## config.mk

```make
export PLATFORM = sky130hd
export DESIGN_NAME = fp_addsub_flat
export DESIGN_NICKNAME = d
export VERILOG_FILES = /design/src/rtl/fp_pkg.sv /design/src/rtl/fp_addsub_if.sv /design/src/rtl/lzc.sv /design/src/rtl/fp_addsub.sv /design/src/flat_wrapper.sv
export SDC_FILE = /design/constraint.sdc
export NUM_CORES = 1
export LEC_CHECK = 0
export BUFFER_PORTS_ARGS = -buffer_cell sky130_fd_sc_hd__clkbuf_2
export CORE_MARGIN = 2
export CORE_UTILIZATION = 50
export CTS_CLUSTER_SIZE = 24
export DETAILED_ROUTE_END_ITERATION = 16
export GPL_TIMING_DRIVEN = 1
export PLACE_DENSITY = 0.7
export SYNTH_ARGS = -nofsm -noshare
export SYNTH_HDL_FRONTEND = slang
export SYNTH_SLANG_ARGS = --single-unit
```

## constraint.sdc

```tcl
create_clock -name clk -period 6.5 [get_ports clk]
set_input_delay 0.65 -clock clk [delete_from_list [all_inputs] [get_ports clk]]
set_output_delay 0.65 -clock clk [all_outputs]
set_load 0.02 [all_outputs]
```

## src/rtl/fp_pkg.sv

```systemverilog
// Shared types and width helpers for the parametrised floating-point add/sub unit.
// Widths are functions of the exponent/fraction widths so one package serves every format.
package fp_pkg;

    typedef enum logic [2:0] {
        StIdle,
        StAlign,
        StAdd,
        StNorm,
        StRound,
        StDone
    } state_e;

    // Guard, round and sticky bits carried below the fraction.
    localparam int unsigned GrsW = 3;
    // Widest supported word; format constants are built at this width, then truncated.
    localparam int unsigned MaxW = 128;

    function automatic int unsigned word_w(input int unsigned exp_w, input int unsigned man_w);
        return 1 + exp_w + man_w;
    endfunction

    function automatic int unsigned bias(input int unsigned exp_w);
        return (1 << (exp_w - 1)) - 1;
    endfunction

    // Working significand: hidden bit, fraction, guard, round, sticky.
    function automatic int unsigned sig_w(input int unsigned man_w);
        return man_w + 1 + GrsW;
    endfunction

    function automatic logic [MaxW-1:0] qnan_word(input int unsigned exp_w,
                                                  input int unsigned man_w);
        logic [MaxW-1:0] one;
        one = MaxW'(1);
        return (((one << exp_w) - one) << man_w) | (one << (man_w - 1));
    endfunction

endpackage

```

## src/rtl/fp_addsub_if.sv

```systemverilog
// Operand/result handshake bundle for fp_addsub; master drives operands, slave is the unit.
interface fp_addsub_if #(
    parameter int unsigned EXP_W = 8,
    parameter int unsigned MAN_W = 23
);
    localparam int unsigned W = 1 + EXP_W + MAN_W;

    logic [W-1:0] a;
    logic [W-1:0] b;
    logic         sub;
    logic         in_valid;
    logic         in_ready;
    logic [W-1:0] rez;
    logic         out_valid;
    logic         out_ready;
    logic         flag_nv;
    logic         flag_of;
    logic         flag_nx;

    modport master (
        output a, b, sub, in_valid, out_ready,
        input  in_ready, rez, out_valid, flag_nv, flag_of, flag_nx
    );

    modport slave (
        input  a, b, sub, in_valid, out_ready,
        output in_ready, rez, out_valid, flag_nv, flag_of, flag_nx
    );
endinterface

```

## src/rtl/lzc.sv

```systemverilog
// Leading-zero counter; an all-zero input reports Width.
module lzc #(
    parameter int unsigned Width = 27,
    localparam int unsigned CntW = $clog2(Width + 1)
) (
    input  logic [Width-1:0] val,
    output logic [CntW-1:0]  cnt
);
    logic [Width-1:0] sh;

    // Scan upward so the most significant set bit writes last.
    always_comb begin
        cnt = CntW'(Width);
        sh  = '0;
        for (int unsigned i = 0; i < Width; i++) begin
            sh = val >> i;
            if (sh[0]) begin
                cnt = CntW'(Width - 1 - i);
            end
        end
    end
endmodule

```

## src/rtl/fp_addsub.sv

```systemverilog
// Multi-cycle floating-point adder/subtractor, round-to-nearest-even, flush-to-zero,
// valid/ready on both sides; result and flags are held until the consumer takes them.
module fp_addsub
    import fp_pkg::*;
#(
    parameter int unsigned EXP_W = 8,
    parameter int unsigned MAN_W = 23
) (
    input logic        clk,
    input logic        reset,
    fp_addsub_if.slave bus
);
    localparam int unsigned W     = word_w(EXP_W, MAN_W);
    localparam int unsigned F     = sig_w(MAN_W);
    localparam int unsigned EW    = EXP_W + 2;
    localparam int unsigned ShMax = MAN_W + GrsW;
    localparam int unsigned ShW   = $clog2(ShMax + 1);
    localparam int unsigned CntW  = $clog2(F + 1);
    localparam logic [MaxW-1:0] QNanFull = qnan_word(EXP_W, MAN_W);
    localparam logic [W-1:0]    QNan     = QNanFull[W-1:0];
    localparam logic [EW-1:0]   ExpMax   = {2'b00, {EXP_W{1'b1}}};

    state_e state_q, state_d;
    logic   align_ph_q;

    logic             sign_a_q, sign_b_q, eff_sub_q;
    logic [EXP_W-1:0] exp_a_q, exp_b_q;
    logic [MAN_W:0]   sig_a_q, sig_b_q;
    logic             special_q, spec_nv_q;
    logic [W-1:0]     spec_rez_q;
    logic             sign_r_q;
    logic [EW-1:0]    exp_r_q;
    logic [F-1:0]     big_q, small_q;
    logic [ShW-1:0]   shamt_q;
    logic [F:0]       sum_q;
    logic [F-1:0]     mant_q;
    logic             zero_q;
    logic [W-1:0]     rez_q;
    logic             nv_q, of_q, nx_q;

    // Operand unpack and special-case resolution at capture.
    logic [EXP_W-1:0] in_exp_a, in_exp_b;
    logic [MAN_W-1:0] in_frac_a, in_frac_b;
    logic             in_sign_a, in_sign_b, in_eff_sub;
    logic             a_inf, b_inf, a_nan, b_nan, a_snan, b_snan;
    logic             in_special, in_spec_nv;
    logic [W-1:0]     in_spec_rez;

    always_comb begin
        in_sign_a   = bus.a[W-1];
        in_exp_a    = bus.a[W-2:MAN_W];
        in_frac_a   = bus.a[MAN_W-1:0];
        in_sign_b   = bus.b[W-1] ^ bus.sub;
        in_exp_b    = bus.b[W-2:MAN_W];
        in_frac_b   = bus.b[MAN_W-1:0];
        in_eff_sub  = in_sign_a ^ in_sign_b;
        a_nan       = (&in_exp_a) && (|in_frac_a);
        b_nan       = (&in_exp_b) && (|in_frac_b);
        a_inf       = (&in_exp_a) && !(|in_frac_a);
        b_inf       = (&in_exp_b) && !(|in_frac_b);
        a_snan      = a_nan && !in_frac_a[MAN_W-1];
        b_snan      = b_nan && !in_frac_b[MAN_W-1];
        in_special  = 1'b1;
        in_spec_nv  = 1'b0;
        in_spec_rez = QNan;
        if (a_nan || b_nan) begin
            in_spec_nv = a_snan || b_snan;
        end else if (a_inf && b_inf && in_eff_sub) begin
            in_spec_nv = 1'b1;
        end else if (a_inf) begin
            in_spec_rez = {in_sign_a, {EXP_W{1'b1}}, {MAN_W{1'b0}}};
        end else if (b_inf) begin
            in_spec_rez = {in_sign_b, {EXP_W{1'b1}}, {MAN_W{1'b0}}};
        end else begin
            in_special = 1'b0;
        end
    end

    // Alignment: first phase orders by magnitude, second phase shifts with sticky collection.
    logic             a_ge;
    logic [EXP_W-1:0] exp_big, exp_small;
    logic [MAN_W:0]   sig_big, sig_small;
    int unsigned      diff;
    logic [ShW-1:0]   shamt_c;
    logic [2*F-1:0]   shift_wide;
    logic [F-1:0]     small_shifted;

    always_comb begin
        a_ge          = {exp_a_q, sig_a_q} >= {exp_b_q, sig_b_q};
        exp_big       = a_ge ? exp_a_q : exp_b_q;
        exp_small     = a_ge ? exp_b_q : exp_a_q;
        sig_big       = a_ge ? sig_a_q : sig_b_q;
        sig_small     = a_ge ? sig_b_q : sig_a_q;
        diff          = 32'(exp_big) - 32'(exp_small);
        shamt_c       = (diff > ShMax) ? ShW'(ShMax) : ShW'(diff);
        shift_wide    = {small_q, {F{1'b0}}} >> shamt_q;
        small_shifted = {shift_wide[2*F-1:F+1], shift_wide[F] | (|shift_wide[F-1:0])};
    end

    logic [F:0] sum_c;
    assign sum_c = eff_sub_q ? ({1'b0, big_q} - {1'b0, small_q})
                             : ({1'b0, big_q} + {1'b0, small_q});

    logic [CntW-1:0] lz;
    logic [F-1:0]    mant_c;
    logic [EW-1:0]   exp_n;
    logic            zero_c;

    lzc #(
        .Width(F)
    ) u_lzc (
        .val(sum_q[F-1:0]),
        .cnt(lz)
    );

    always_comb begin
        zero_c = (sum_q == '0);
        if (sum_q[F]) begin
            mant_c = {sum_q[F:2], sum_q[1] | sum_q[0]};
            exp_n  = exp_r_q + EW'(1);
        end else begin
            mant_c = sum_q[F-1:0] << lz;
            exp_n  = exp_r_q - EW'(lz);
        end
    end

    // Rounding and packing; exp_f is kept two bits wider so overflow and underflow are visible.
    logic [MAN_W+1:0] rnd;
    logic             rnd_up, inexact;
    logic [EW-1:0]    exp_f;
    logic [MAN_W-1:0] frac_f;
    logic [W-1:0]     rez_c;
    logic             nv_c, of_c, nx_c;

    always_comb begin
        inexact = |mant_q[2:0];
        rnd_up  = mant_q[2] && (mant_q[1] || mant_q[0] || mant_q[3]);
        rnd     = {1'b0, mant_q[F-1:GrsW]} + {{(MAN_W+1){1'b0}}, rnd_up};
        exp_f   = rnd[MAN_W+1] ? exp_r_q + EW'(1) : exp_r_q;
        frac_f  = rnd[MAN_W+1] ? rnd[MAN_W:1] : rnd[MAN_W-1:0];
        rez_c   = {sign_r_q, exp_f[EXP_W-1:0], frac_f};
        nv_c    = 1'b0;
        of_c    = 1'b0;
        nx_c    = inexact;
        if (special_q) begin
            rez_c = spec_rez_q;
            nv_c  = spec_nv_q;
            nx_c  = 1'b0;
        end else if (zero_q) begin
            rez_c = {sign_r_q && !eff_sub_q, {(W-1){1'b0}}};
            nx_c  = 1'b0;
        end else if (!exp_f[EW-1] && exp_f >= ExpMax) begin
            rez_c = {sign_r_q, {EXP_W{1'b1}}, {MAN_W{1'b0}}};
            of_c  = 1'b1;
            nx_c  = 1'b1;
        end else if (exp_f[EW-1] || exp_f == '0) begin
            rez_c = {sign_r_q, {(W-1){1'b0}}};
            nx_c  = 1'b1;
        end
    end

    always_comb begin
        state_d = state_q;
        case (state_q)
            StIdle:  if (bus.in_valid) state_d = StAlign;
            StAlign: if (align_ph_q) state_d = StAdd;
            StAdd:   state_d = StNorm;
            StNorm:  state_d = StRound;
            StRound: state_d = StDone;
            StDone:  if (bus.out_ready) state_d = StIdle;
            default: state_d = StIdle;
        endcase
    end

    always_ff @(posedge clk or posedge reset) begin
        if (reset) begin
            state_q    <= StIdle;
            align_ph_q <= 1'b0;
        end else begin
            state_q    <= state_d;
            align_ph_q <= (state_q == StAlign) && !align_ph_q;
        end
    end

    always_ff @(posedge clk or posedge reset) begin
        if (reset) begin
            sign_a_q   <= 1'b0;
            sign_b_q   <= 1'b0;
            eff_sub_q  <= 1'b0;
            exp_a_q    <= '0;
            exp_b_q    <= '0;
            sig_a_q    <= '0;
            sig_b_q    <= '0;
            special_q  <= 1'b0;
            spec_nv_q  <= 1'b0;
            spec_rez_q <= '0;
            sign_r_q   <= 1'b0;
            exp_r_q    <= '0;
            big_q      <= '0;
            small_q    <= '0;
            shamt_q    <= '0;
            sum_q      <= '0;
            mant_q     <= '0;
            zero_q     <= 1'b0;
            rez_q      <= '0;
            nv_q       <= 1'b0;
            of_q       <= 1'b0;
            nx_q       <= 1'b0;
        end else begin
            case (state_q)
                StIdle: begin
                    if (bus.in_valid) begin
                        sign_a_q   <= in_sign_a;
                        sign_b_q   <= in_sign_b;
                        eff_sub_q  <= in_eff_sub;
                        exp_a_q    <= in_exp_a;
                        exp_b_q    <= in_exp_b;
                        sig_a_q    <= (in_exp_a == '0) ? '0 : {1'b1, in_frac_a};
                        sig_b_q    <= (in_exp_b == '0) ? '0 : {1'b1, in_frac_b};
                        special_q  <= in_special;
                        spec_nv_q  <= in_spec_nv;
                        spec_rez_q <= in_spec_rez;
                    end
                end
                StAlign: begin
                    if (!align_ph_q) begin
                        sign_r_q <= a_ge ? sign_a_q : sign_b_q;
                        exp_r_q  <= {2'b00, exp_big};
                        big_q    <= {sig_big, {GrsW{1'b0}}};
                        small_q  <= {sig_small, {GrsW{1'b0}}};
                        shamt_q  <= shamt_c;
                    end else begin
                        small_q <= small_shifted;
                    end
                end
                StAdd: sum_q <= sum_c;
                StNorm: begin
                    mant_q  <= mant_c;
                    exp_r_q <= exp_n;
                    zero_q  <= zero_c;
                end
                StRound: begin
                    rez_q <= rez_c;
                    nv_q  <= nv_c;
                    of_q  <= of_c;
                    nx_q  <= nx_c;
                end
                default: ;
            endcase
        end
    end

    assign bus.in_ready  = (state_q == StIdle);
    assign bus.out_valid = (state_q == StDone);
    assign bus.rez       = rez_q;
    assign bus.flag_nv   = nv_q;
    assign bus.flag_of   = of_q;
    assign bus.flag_nx   = nx_q;
endmodule
```

## src/flat_wrapper.sv

```systemverilog
// flat-port wrapper written by rule: the top's interface ports become plain ports
module fp_addsub_flat import fp_pkg::*;
#(
    parameter int unsigned EXP_W = 8,
    parameter int unsigned MAN_W = 23
)
  (clk, reset, bus_a, bus_b, bus_sub, bus_in_valid, bus_out_ready, bus_in_ready, bus_rez, bus_out_valid, bus_flag_nv, bus_flag_of, bus_flag_nx);
  fp_addsub_if #(.EXP_W(EXP_W), .MAN_W(MAN_W)) bus_i ();
  input logic clk;
  input logic reset;
  input wire logic [$bits(bus_i.a)-1:0] bus_a;
  input wire logic [$bits(bus_i.b)-1:0] bus_b;
  input wire logic [$bits(bus_i.sub)-1:0] bus_sub;
  input wire logic [$bits(bus_i.in_valid)-1:0] bus_in_valid;
  input wire logic [$bits(bus_i.out_ready)-1:0] bus_out_ready;
  output wire logic [$bits(bus_i.in_ready)-1:0] bus_in_ready;
  output wire logic [$bits(bus_i.rez)-1:0] bus_rez;
  output wire logic [$bits(bus_i.out_valid)-1:0] bus_out_valid;
  output wire logic [$bits(bus_i.flag_nv)-1:0] bus_flag_nv;
  output wire logic [$bits(bus_i.flag_of)-1:0] bus_flag_of;
  output wire logic [$bits(bus_i.flag_nx)-1:0] bus_flag_nx;
  assign bus_i.a = bus_a;
  assign bus_i.b = bus_b;
  assign bus_i.sub = bus_sub;
  assign bus_i.in_valid = bus_in_valid;
  assign bus_i.out_ready = bus_out_ready;
  assign bus_in_ready = bus_i.in_ready;
  assign bus_rez = bus_i.rez;
  assign bus_out_valid = bus_i.out_valid;
  assign bus_flag_nv = bus_i.flag_nv;
  assign bus_flag_of = bus_i.flag_of;
  assign bus_flag_nx = bus_i.flag_nx;
  fp_addsub #(.EXP_W(EXP_W), .MAN_W(MAN_W)) u_core (.clk(clk), .reset(reset), .bus(bus_i));
endmodule
```

# After elaboration in Yosys (flattened, before gate mapping)
# Cells that the tools add are included.
word_totals:
  out_inout_bits: 37
  elab_cells: 158
  in_bits: 69
  regBits: 263
op_classes:
  order_cmp: 3
  reduce_logical: 40
  shifts: 2
  n_bitwise: 5
  n_mux: 69
  n_addsub: 6
  n_eq_ne: 9
op_table:
  columns: ["cell", "count"]
  rows:
  - ["$mux W32", 6]
  - ["$mux W5", 27]
  - ["$mux W24", 4]
  - ["$mux W31", 2]
  - ["$mux W27", 2]
  - ["$shr A54 B5 Y54", 1]
  - ["$reduce_or A23 Y1", 2]
  - ["$ge A32 B32 Y1", 1]
  - ["$gt A32 B5 Y1 const B", 1]
  - ["$mux W10", 3]
  - ["$add A27 B27 Y28", 1]
  - ["$logic_not A28 Y1", 1]
  - ["$mux W28", 1]
  - ["$sub A27 B27 Y28", 1]
  - ["$reduce_or A27 Y1", 1]
  - ["$shl A27 B5 Y27", 1]
  - ["$add A24 B1 Y25", 1]
  - ["$mux W23", 1]
  - ["$pmux W10 S2", 1]
  - ["$pmux W3 S6", 1]
  - ["$logic_not A8 Y1", 2]
  - ["$mux W1", 16]
  - ["$mux W8", 2]
  - ["$reduce_and A8 Y1", 2]
  - ["other kinds (22)", 53]

# Depth between registers and ports, before layout
# Gate-level depths: netlist of run 1.
logic_depth:
  word_depth: 30
  depth_mapped: 21
  mapped_depth_nobuf: 18

# Hierarchy
# A second synthesis of run 1 with hierarchy kept.
hier_totals:
  hier_cells: 2137
  area_unflattened_um2: 17594.4
modules_own_cells:
  columns: ["mod", "cells_each", "area_each_um2", "n_inst", "seq_area_each_um2"]
  rows:
  - ["fp_addsub", 2086, 17316.6, 1, 5855.6]
  - ["lzc", 51, 277.8, 1, 0.0]

# Worst setup path after synthesis of run 1
# Ideal clock, no wire load.
synth_timing:
  path_kind: "register to register"
  start: "reg u_core.sum_q[1]"
  end: "reg u_core.exp_r_q[9]"
  required_time_ps: 6367
  period_less_slack_ps: 3811
  setup_time_ps: 133
  n_path_buf: 3
  path_stages_with_launch: 22
  setup_slack_ps: 2689
  arrival_ps: 3678
  path_cell_list: "dfrtp_1 -> buf_2 -> nor2_1 -> o31ai_1 -> a211oi_1 -> o311ai_1 -> a21bo_2 -> nand2_2 -> inv_2 -> buf_2 -> buf_2 -> ha_1 -> nor2b_1 -> o21ai_0 -> nand2b_1 -> a21o_1 -> a21o_1 -> nor4_1 -> a22oi_1 -> a21o_1 -> nand2_1 -> o31ai_1"
synth_between:
  elab_chain_cells: 29
synth_lines:
  columns: ["item", "line", "source"]
  rows:
  - ["from (decl)", "fp_addsub.sv:35", "logic [F:0] sum_q;"]
  - ["from (signal assigned)", "fp_addsub.sv:236", "StAdd: sum_q <= sum_c;"]
  - ["$mux W5 (26 in series)", "lzc.sv:17", "if (sh[0]) begin"]
  - ["$sub A10 B5 Y10", "fp_addsub.sv:123", "exp_n = exp_r_q - EW'(lz);"]
  - ["$mux W10", "fp_addsub.sv:118", "if (sum_q[F]) begin"]
  - ["$pmux W10 S2", "fp_addsub.sv:210", "case (state_q)"]
  - ["to (signal assigned)", "fp_addsub.sv:228", "exp_r_q <= {2'b00, exp_big};"]
  - ["to (signal assigned)", "fp_addsub.sv:239", "exp_r_q <= exp_n;"]
  - ["to (decl)", "fp_addsub.sv:32", "logic [EW-1:0] exp_r_q;"]
# No other way between the ends.
# A chain may end at the register's enable or synchronous reset.

# Final worst setup path of run 1
# Same ends and word-level chain as after synthesis.

==> out/metrics.yaml, run 1 <==
outcome: "completed"
ctsRootBufferMaster: "clkbuf_16"
via_count: 16400
place_area_sq_um: 18200
ys_seq_area_share_pct: 33.5
arrival_ns: 4.98
grt_pass1_wl_um: 82900
hold_viol: 0
gp_congestion: 0.975
skew_ns: 0.0269
utilization_pct: 55.4
drc: 0
hold_path_class: "in -> async"
clkTransAtPathRegs_ns: 0.06
fmax_mhz: 220
globalRouteOverflowTotal: 0
initial_core_util_pct: 50.7
yosysTopAreaCell: "dfrtp_1"
synth_edf_count: 0
tns_ns: 0
cts-resized-gates: 0
hold-worst-slack_ns: 0.266
power_density_nw_per_um2: 624
r2r_start: "u_core.sum_q[1]"
synth_warnings: 0
num_io_pins: 106
ant_nets: 0
diodes: 0
endpoint_kind: "flip-flop"
cp.required_ns: 6.93
antenna_found_initial: 0
cts_tree: "yes"
cts_hold_buf: 0
drt-wirelength-per-cell_um: 20.1
clkLatencyLatePin_ns: 0.58
die_x_um: 191
first_global_vias: 15000
drtPass1Iterations: 6
drive_above_1_share_pct: 11.5
ys.flop_type: "dfrtp_1"
period_needed_ns: 4.55
synth.cell_area_sq_um: 17500
n_fill_cell: 3211
r2r_slack_ns: 1.95
avgSynthCellArea_sq_um: 8.21
htree_levels: 1
worstSetupStartpointType: "flip-flop"
syn_inst: 2126
drtIter0Drc: 1541
die_area_sq_um: 36400
worstSetupStartpoint: "u_core.sum_q[1]"
leakage_nw: 8.39
rsz0062_at_grt: "no"
maxCapViolCount: 0
fin_area_sq_um: 19100
ys_seq_elements: 234
cts_buffers: 28
core_sq_um: 34500
grt_max_degree: 78
max_slew.worst_pin.slew_ns: 1.23
worst-path-max-fanout: 22
timing.rr.end: "u_core.exp_r_q[9]"
reg2regPathDepth: 18
syn_to_final_growth_pct: 9.41
yosysMostFrequentCell: "nand2_1"
cts_num_sinks: 234
slew_viol_final: 0
num_rows: 68
syn_nets: 2286
synthArstFlopShare_pct: 100
preCtsSetupSlack_ns: 2.07
track_usage_pct: 28.5
finish.net_count: 2295
setup_viol: 0
synth.top_cells.by_count: "nand2_1 (274), dfrtp_1 (234), a21oi_1 (192), nor2_1 (179), o21ai_0 (160)"
wl_um: 52500
ir_drop_mv: 0.354
timing.final.crit_share_pct: 70.0
port_buffers: 105
max_slew_margin_pct: 18.0
vias_per_cell: 6.28
clk_path_buf_depth: 3
crit_type: "reg -> reg"
cts_setup_buffers: 0
ys_types: 82
die_y_um: 191
final.setup.worst_slack_ns: 1.95
hpwl_um: 39700
ys_top_cells_by_area: "dfrtp_1 (34%), ha_1 (6.4%), nand2_1 (5.9%)"
synth.top_cell.area_share_pct: 33.5
-- placed cells by master, fill, tap and decap left out, drive strengths merged, types with 17 or more instances in the layout --
cell type,instances
nand2,276
dfrtp,234
a21oi,192
o21ai,181
nor2,179
clkbuf,141
inv,104
ha,89
a22o,59
mux2i,48
nor3,43
nand3,37
xnor2,34
xor2,31
a211oi,29
nor4,27
mux2,23
nand2b,23
mux4,22
o22ai,20
o21a,20
nor2b,19
buf,19
nand4,19
o211ai,18
and3,18
o31ai,17
-- metal layers --
layer | global-route usage (%) | vias to the layer above | wire length (um)
met1 | 40.7 | 7856 | 23600
met4 | 11.2 | 0 | 2030
met2 | 43.9 | 655 | 23700
li1 | - | 7753 | -
met5 | 0 | - | 0
met3 | 3.55 | 119 | 3300
-- critical path, cell delays in order, from the launching register on --
cell and delay, ns:
dfrtp_1 0.48, nor2_1 0.08, o31ai_1 0.23, a211oi_1 0.11, o311ai_1 0.68, a21bo_2 0.29, nand2_2 0.24, inv_2 0.47
ha_1 0.31, nor2b_1 0.12, o21ai_0 0.14, nand2b_1 0.11, a21o_1 0.18, a21o_1 0.18, nor4_1 0.28, a22oi_1 0.18
a21o_1 0.21, nand2_1 0.06, o31ai_1 0.06
-- worst max-delay path by stage --
stage	slack, ns	end
3_3_place_gp	2.22	u_core.exp_r_q[9]
3_5_place_dp	2.07	u_core.exp_r_q[9]
6_report	1.95	u_core.exp_r_q[9]
5_1_grt	1.64	u_core.exp_r_q[9]
2_1_floorplan	2.69	u_core.exp_r_q[9]
4_1_cts	2.02	u_core.exp_r_q[9]
-- area by class of cell --
class                   count  area (sq um)  share of cell area [%]
well taps                 455           569                    2.98
clock buffers              36           771                    4.03
flip-flops and latches    234          5860                    30.7
inverters                 105           398                    2.08
clock inverters            14           174                   0.910
repair buffers            124           668                    3.50
multi-input cells        1642         10700                    55.8
-- through the flow --
stage               cells  total power, mW
global route         2610             12.8
floorplan            2126             8.21
CTS                  2610             11.8
finish               2610             11.9
global placement     2560             10.1
detailed placement   2560             10.1
-- logic make-up (layout without fill, tap and decap cells) --
kind of cell,after synthesis,after routing,synth area share [%]
AND/OR/NAND/NOR,702,702,18.5
AO/OA/AOI/OAI,691,691,25.5
buffers and inverters,250,279,5.52
flip-flops,234,234,33.5
multiplexers,93,93,7.07
adder cells (fa/ha/maj),91,91,6.61
XOR/XNOR,65,65,3.26
-- flip-flops by register name, summed over array words and instances (netlist names), 3 cells and up --
register	count
u_core.bus.rez	32
u_core.sum_q	28
u_core.mant_q	27
u_core.small_q	27
u_core.big_q	24
u_core.sig_a_q	24
u_core.sig_b_q	24
u_core.exp_r_q	10
u_core.exp_a_q	8
u_core.exp_b_q	8
u_core.shamt_q	5
u_core.spec_rez_q	3
u_core.state_q	3
-- report_power, final --
group,switching (mW),internal [mW],leakage [nW]
combinational,4.59,2.80,5.00
sequential,0.847,2.08,2.93
clock,0.643,0.958,0.458
(Power assumes the default switching activity.)
==> run 2: changes to the inputs <==
--- a/config.mk
+++ b/config.mk
@@ -5,6 +5,7 @@
 export SDC_FILE = /design/constraint.sdc
 export NUM_CORES = 1
 export LEC_CHECK = 0
+export ABC_AREA = 1
 export BUFFER_PORTS_ARGS = -buffer_cell sky130_fd_sc_hd__clkbuf_2
 export CORE_MARGIN = 2
 export CORE_UTILIZATION = 50
==> constraint.sdc (replaced) <==
create_clock -name clk -period 4.05 [get_ports clk]
set_input_delay 0.405 -clock clk [delete_from_list [all_inputs] [get_ports clk]]
set_output_delay 0.405 -clock clk [all_outputs]
set_load 0.02 [all_outputs]
==> run 2 against run 1 <==
Total power up 62%. Clock skew decreased by 0.013 ns. Die area down 1.5%. Sequential cell count unchanged. Cell area is 0.11% lower. Via count is 3.7% higher. Clock power up 59%. Sequential power up 55%. Worst hold slack got worse by 0.19 ns.
==> out/metrics.yaml, run 2 <==
outcome: "completed"
ys.flop_type: "dfrtp_1"
drtPass1Iterations: 6
endpoint_kind: "flip-flop"
drive_above_1_share_pct: 9.38
arrival_ns: 4.09
synth.cell_area_sq_um: 17200
synth_warnings: 0
ys_types: 66
largest_reg_flops: 32
vias_per_cell: 5.69
core_sq_um: 33700
max_slew.worst_pin.slew_ns: 0.946
die_y_um: 189
preCtsSetupSlack_ns: 0.296
dp_cells: 2934
clkLatencyLatePin_ns: 0.56
p_switching_mw: 10.2
yosysTopAreaCell: "dfrtp_1"
synth_edf_count: 0
htree_levels: 1
slew_viol_final: 0
combPwrFrac_pct: 63.2
drtIter0Drc: 1510
cp.required_ns: 4.50
cts_setup_buffers: 0
intPower_mw: 9.02
ys_seq_area_share_pct: 34.1
port_buffers: 105
cts_num_sinks: 234
final_common_cell: "nand2_1"
die_x_um: 189
worstSetupStartpointType: "flip-flop"
slowest_stage: "ha_1"
cts_buffers: 27
via_count: 17000
worst-path-max-fanout: 11
final.setup.worst_slack_ns: 0.411
hpwl_um: 41000
drt-wirelength-per-cell_um: 18.0
timing.rr.end: "u_core.shamt_q[1]"
max_slew_margin_pct: 36.9
ant_nets: 0
synth.top_cell.area_share_pct: 34.1
syn_inst: 2462
maxCapViolCount: 0
power_density_nw_per_um2: 1010
ys_seq_elements: 234
seqPwrFrac_pct: 23.6
yosysMostFrequentCell: "nand2_1"
die_area_sq_um: 35900
hold-worst-slack_ns: 0.0796
first_global_vias: 16300
r2r_slack_ns: 0.41
rsz0062_at_grt: "no"
hold_viol: 0
cts_tree: "yes"
reg2regPathDepth: 23
initial_core_util_pct: 51.0
leakage_nw: 9.66
clk_path_buf_depth: 3
ir_drop_mv: 0.544
synth.top_cells.by_count: "nand2_1 (614), inv_1 (313), o21ai_0 (275), dfrtp_1 (234), nand3_1 (173)"
finish.net_count: 2676
synthArstFlopShare_pct: 100
cpPeakStageDelay_ns: 0.37
cp_common_cell: "nand2_1"
tns_ns: 0
timing.final.crit_share_pct: 89.9
fin_cells: 2985
syn_to_final_growth_pct: 11.0
globalRouteOverflowTotal: 0
skew_ns: 0.0143
power_frac_clock_pct: 13.2
avgSynthCellArea_sq_um: 6.98
gp_congestion: 1.02
period_needed_ns: 3.64
drc: 0
hold_path_class: "in -> reg"
wl_um: 53700
r2r_start: "u_core.exp_b_q[6]"
endpoint: "u_core.shamt_q[1]"
clkTransAtPathRegs_ns: 0.06
switching_share_pct: 53.2
ctsRootBufferMaster: "clkbuf_16"
ys_top_cells_by_area: "dfrtp_1 (34%), nand2_1 (13%), o21ai_0 (8.0%)"
grt_pass1_wl_um: 86900
syn_nets: 2622
num_io_pins: 106
setup_viol: 0
worstPathCellList: "inv_1 -> ha_1 -> nand2_1 -> nor2_1 -> nand4_1 -> nor4_2 -> nand4_1 -> nand3_4 -> inv_4 -> o21ai_1 -> o21ai_1 -> ha_1 -> inv_1 -> nand2_2 -> nand2_1 -> o211ai_2 -> a21oi_2 -> or2_1 -> nand2_1 -> nor2_2 -> nand3_1 -> nand2_1 -> inv_1"
diodes: 0
track_usage_pct: 30.1
crit_type: "reg -> reg"
num_rows: 67
worstSetupStartpoint: "u_core.exp_b_q[6]"
antenna_found_initial: 0
fmax_mhz: 275
grt_max_degree: 125
n_fill_cell: 3326
final_cell_mix: "nand2_1 (614), inv_1 (312), o21ai_0 (272)"
-- run 2: changes by cell type after synthesis, moves of 24 or more --
cell,delta
a211oi_1,-24
nand2_1,+340
a22o_1,-58
inv_1,+212
xnor2_1,-31
o21ai_0,+115
nor2_1,-55
nand3_1,+136
mux2i_1,-24
a21oi_1,-51
nand4_1,+28
o22ai_1,+28
nor3_1,-26
-- run 2: layout make-up --
cell class	instances	area (sq um)	area share, %
Tap cell	448	561	2.94
Clock buffer	42	832	4.36
Clock inverter	8	101	0.531
Multi-Input combinational cell	1785	9670	50.7
Timing Repair Buffer	142	831	4.35
Sequential cell	234	5860	30.7
Inverter	326	1230	6.45
-- run 2: through the flow --
step / utilization [%] / power, mW / instance area, sq um
2_1_floorplan: - / 13.1 / 17200
6_report: 56.6 / 19.3 / 19100
4_1_cts: 56.6 / 19.1 / 19100
3_3_place_gp: 53.8 / 16.3 / 18100
5_1_grt: 56.6 / 21.1 / 19100
3_5_place_dp: 53.8 / 16.5 / 18100
-- run 2: power groups by stage --
stage / clock (mW) / sequential (mW) / combinational, mW
after floorplan: 0 / 4.30 / 8.82
after global placement: 0 / 4.49 / 11.8
after detailed placement: 0 / 4.53 / 11.9
after CTS: 2.59 / 4.50 / 12.0
after global routing: 2.68 / 4.67 / 13.7
final: 2.55 / 4.54 / 12.2
-- run 2: routing by layer --
layer,track usage (%),vias to the layer above,routed length (um)
met5,0,-,0
li1,-,8325,-
met2,48.3,521,24400
met4,10.3,0,1820
met1,42.7,8024,24600
met3,2.87,111,2880
-- run 2: how the worst min path moves through the flow --
stage / start / to / depth (start not counted)
2_1_floorplan: u_core.spec_rez_q[30] / u_core.spec_rez_q[30] / 1
3_3_place_gp: reset / u_core.sum_q[18] / 2
3_5_place_dp: reset / u_core.sum_q[17] / 2
4_1_cts: bus_a[30] / u_core.exp_a_q[7] / 3
5_1_grt: bus_a[27] / u_core.exp_a_q[4] / 3
6_report: bus_a[30] / u_core.exp_a_q[7] / 3
-- run 2: cells by family (layout without fill, tap and decap cells) --
kind of cell / after synthesis / after routing / share of synthesized area [%]
muxes: 24 / 24 / 1.40
buffers and inverters: 443 / 518 / 9.94
DFF: 234 / 234 / 34.1
AOI/OAI and AO/OA: 602 / 602 / 20.0
adders and majority gates: 91 / 91 / 6.71
and+or+nand+nor: 1014 / 1014 / 25.1
xor gates and xnor gates: 54 / 54 / 2.75
-- run 2: repair_timing --
item,4_1_cts,5_1_grt
hold buffers,1,0
gates resized for setup,0,9
hold endpoints to repair,3,0
endpoints found under the setup margin,0,5
-- run 2: worst max-delay path: cells and delay by family (launching register included) --
| family | cells | cell delay [ns] |
|---|---|---|
| simple gates | 13 | 1.75 |
| compound gates | 4 | 0.59 |
| fa+ha+maj | 2 | 0.56 |
| flops | 1 | 0.36 |
| buf+inv | 4 | 0.26 |
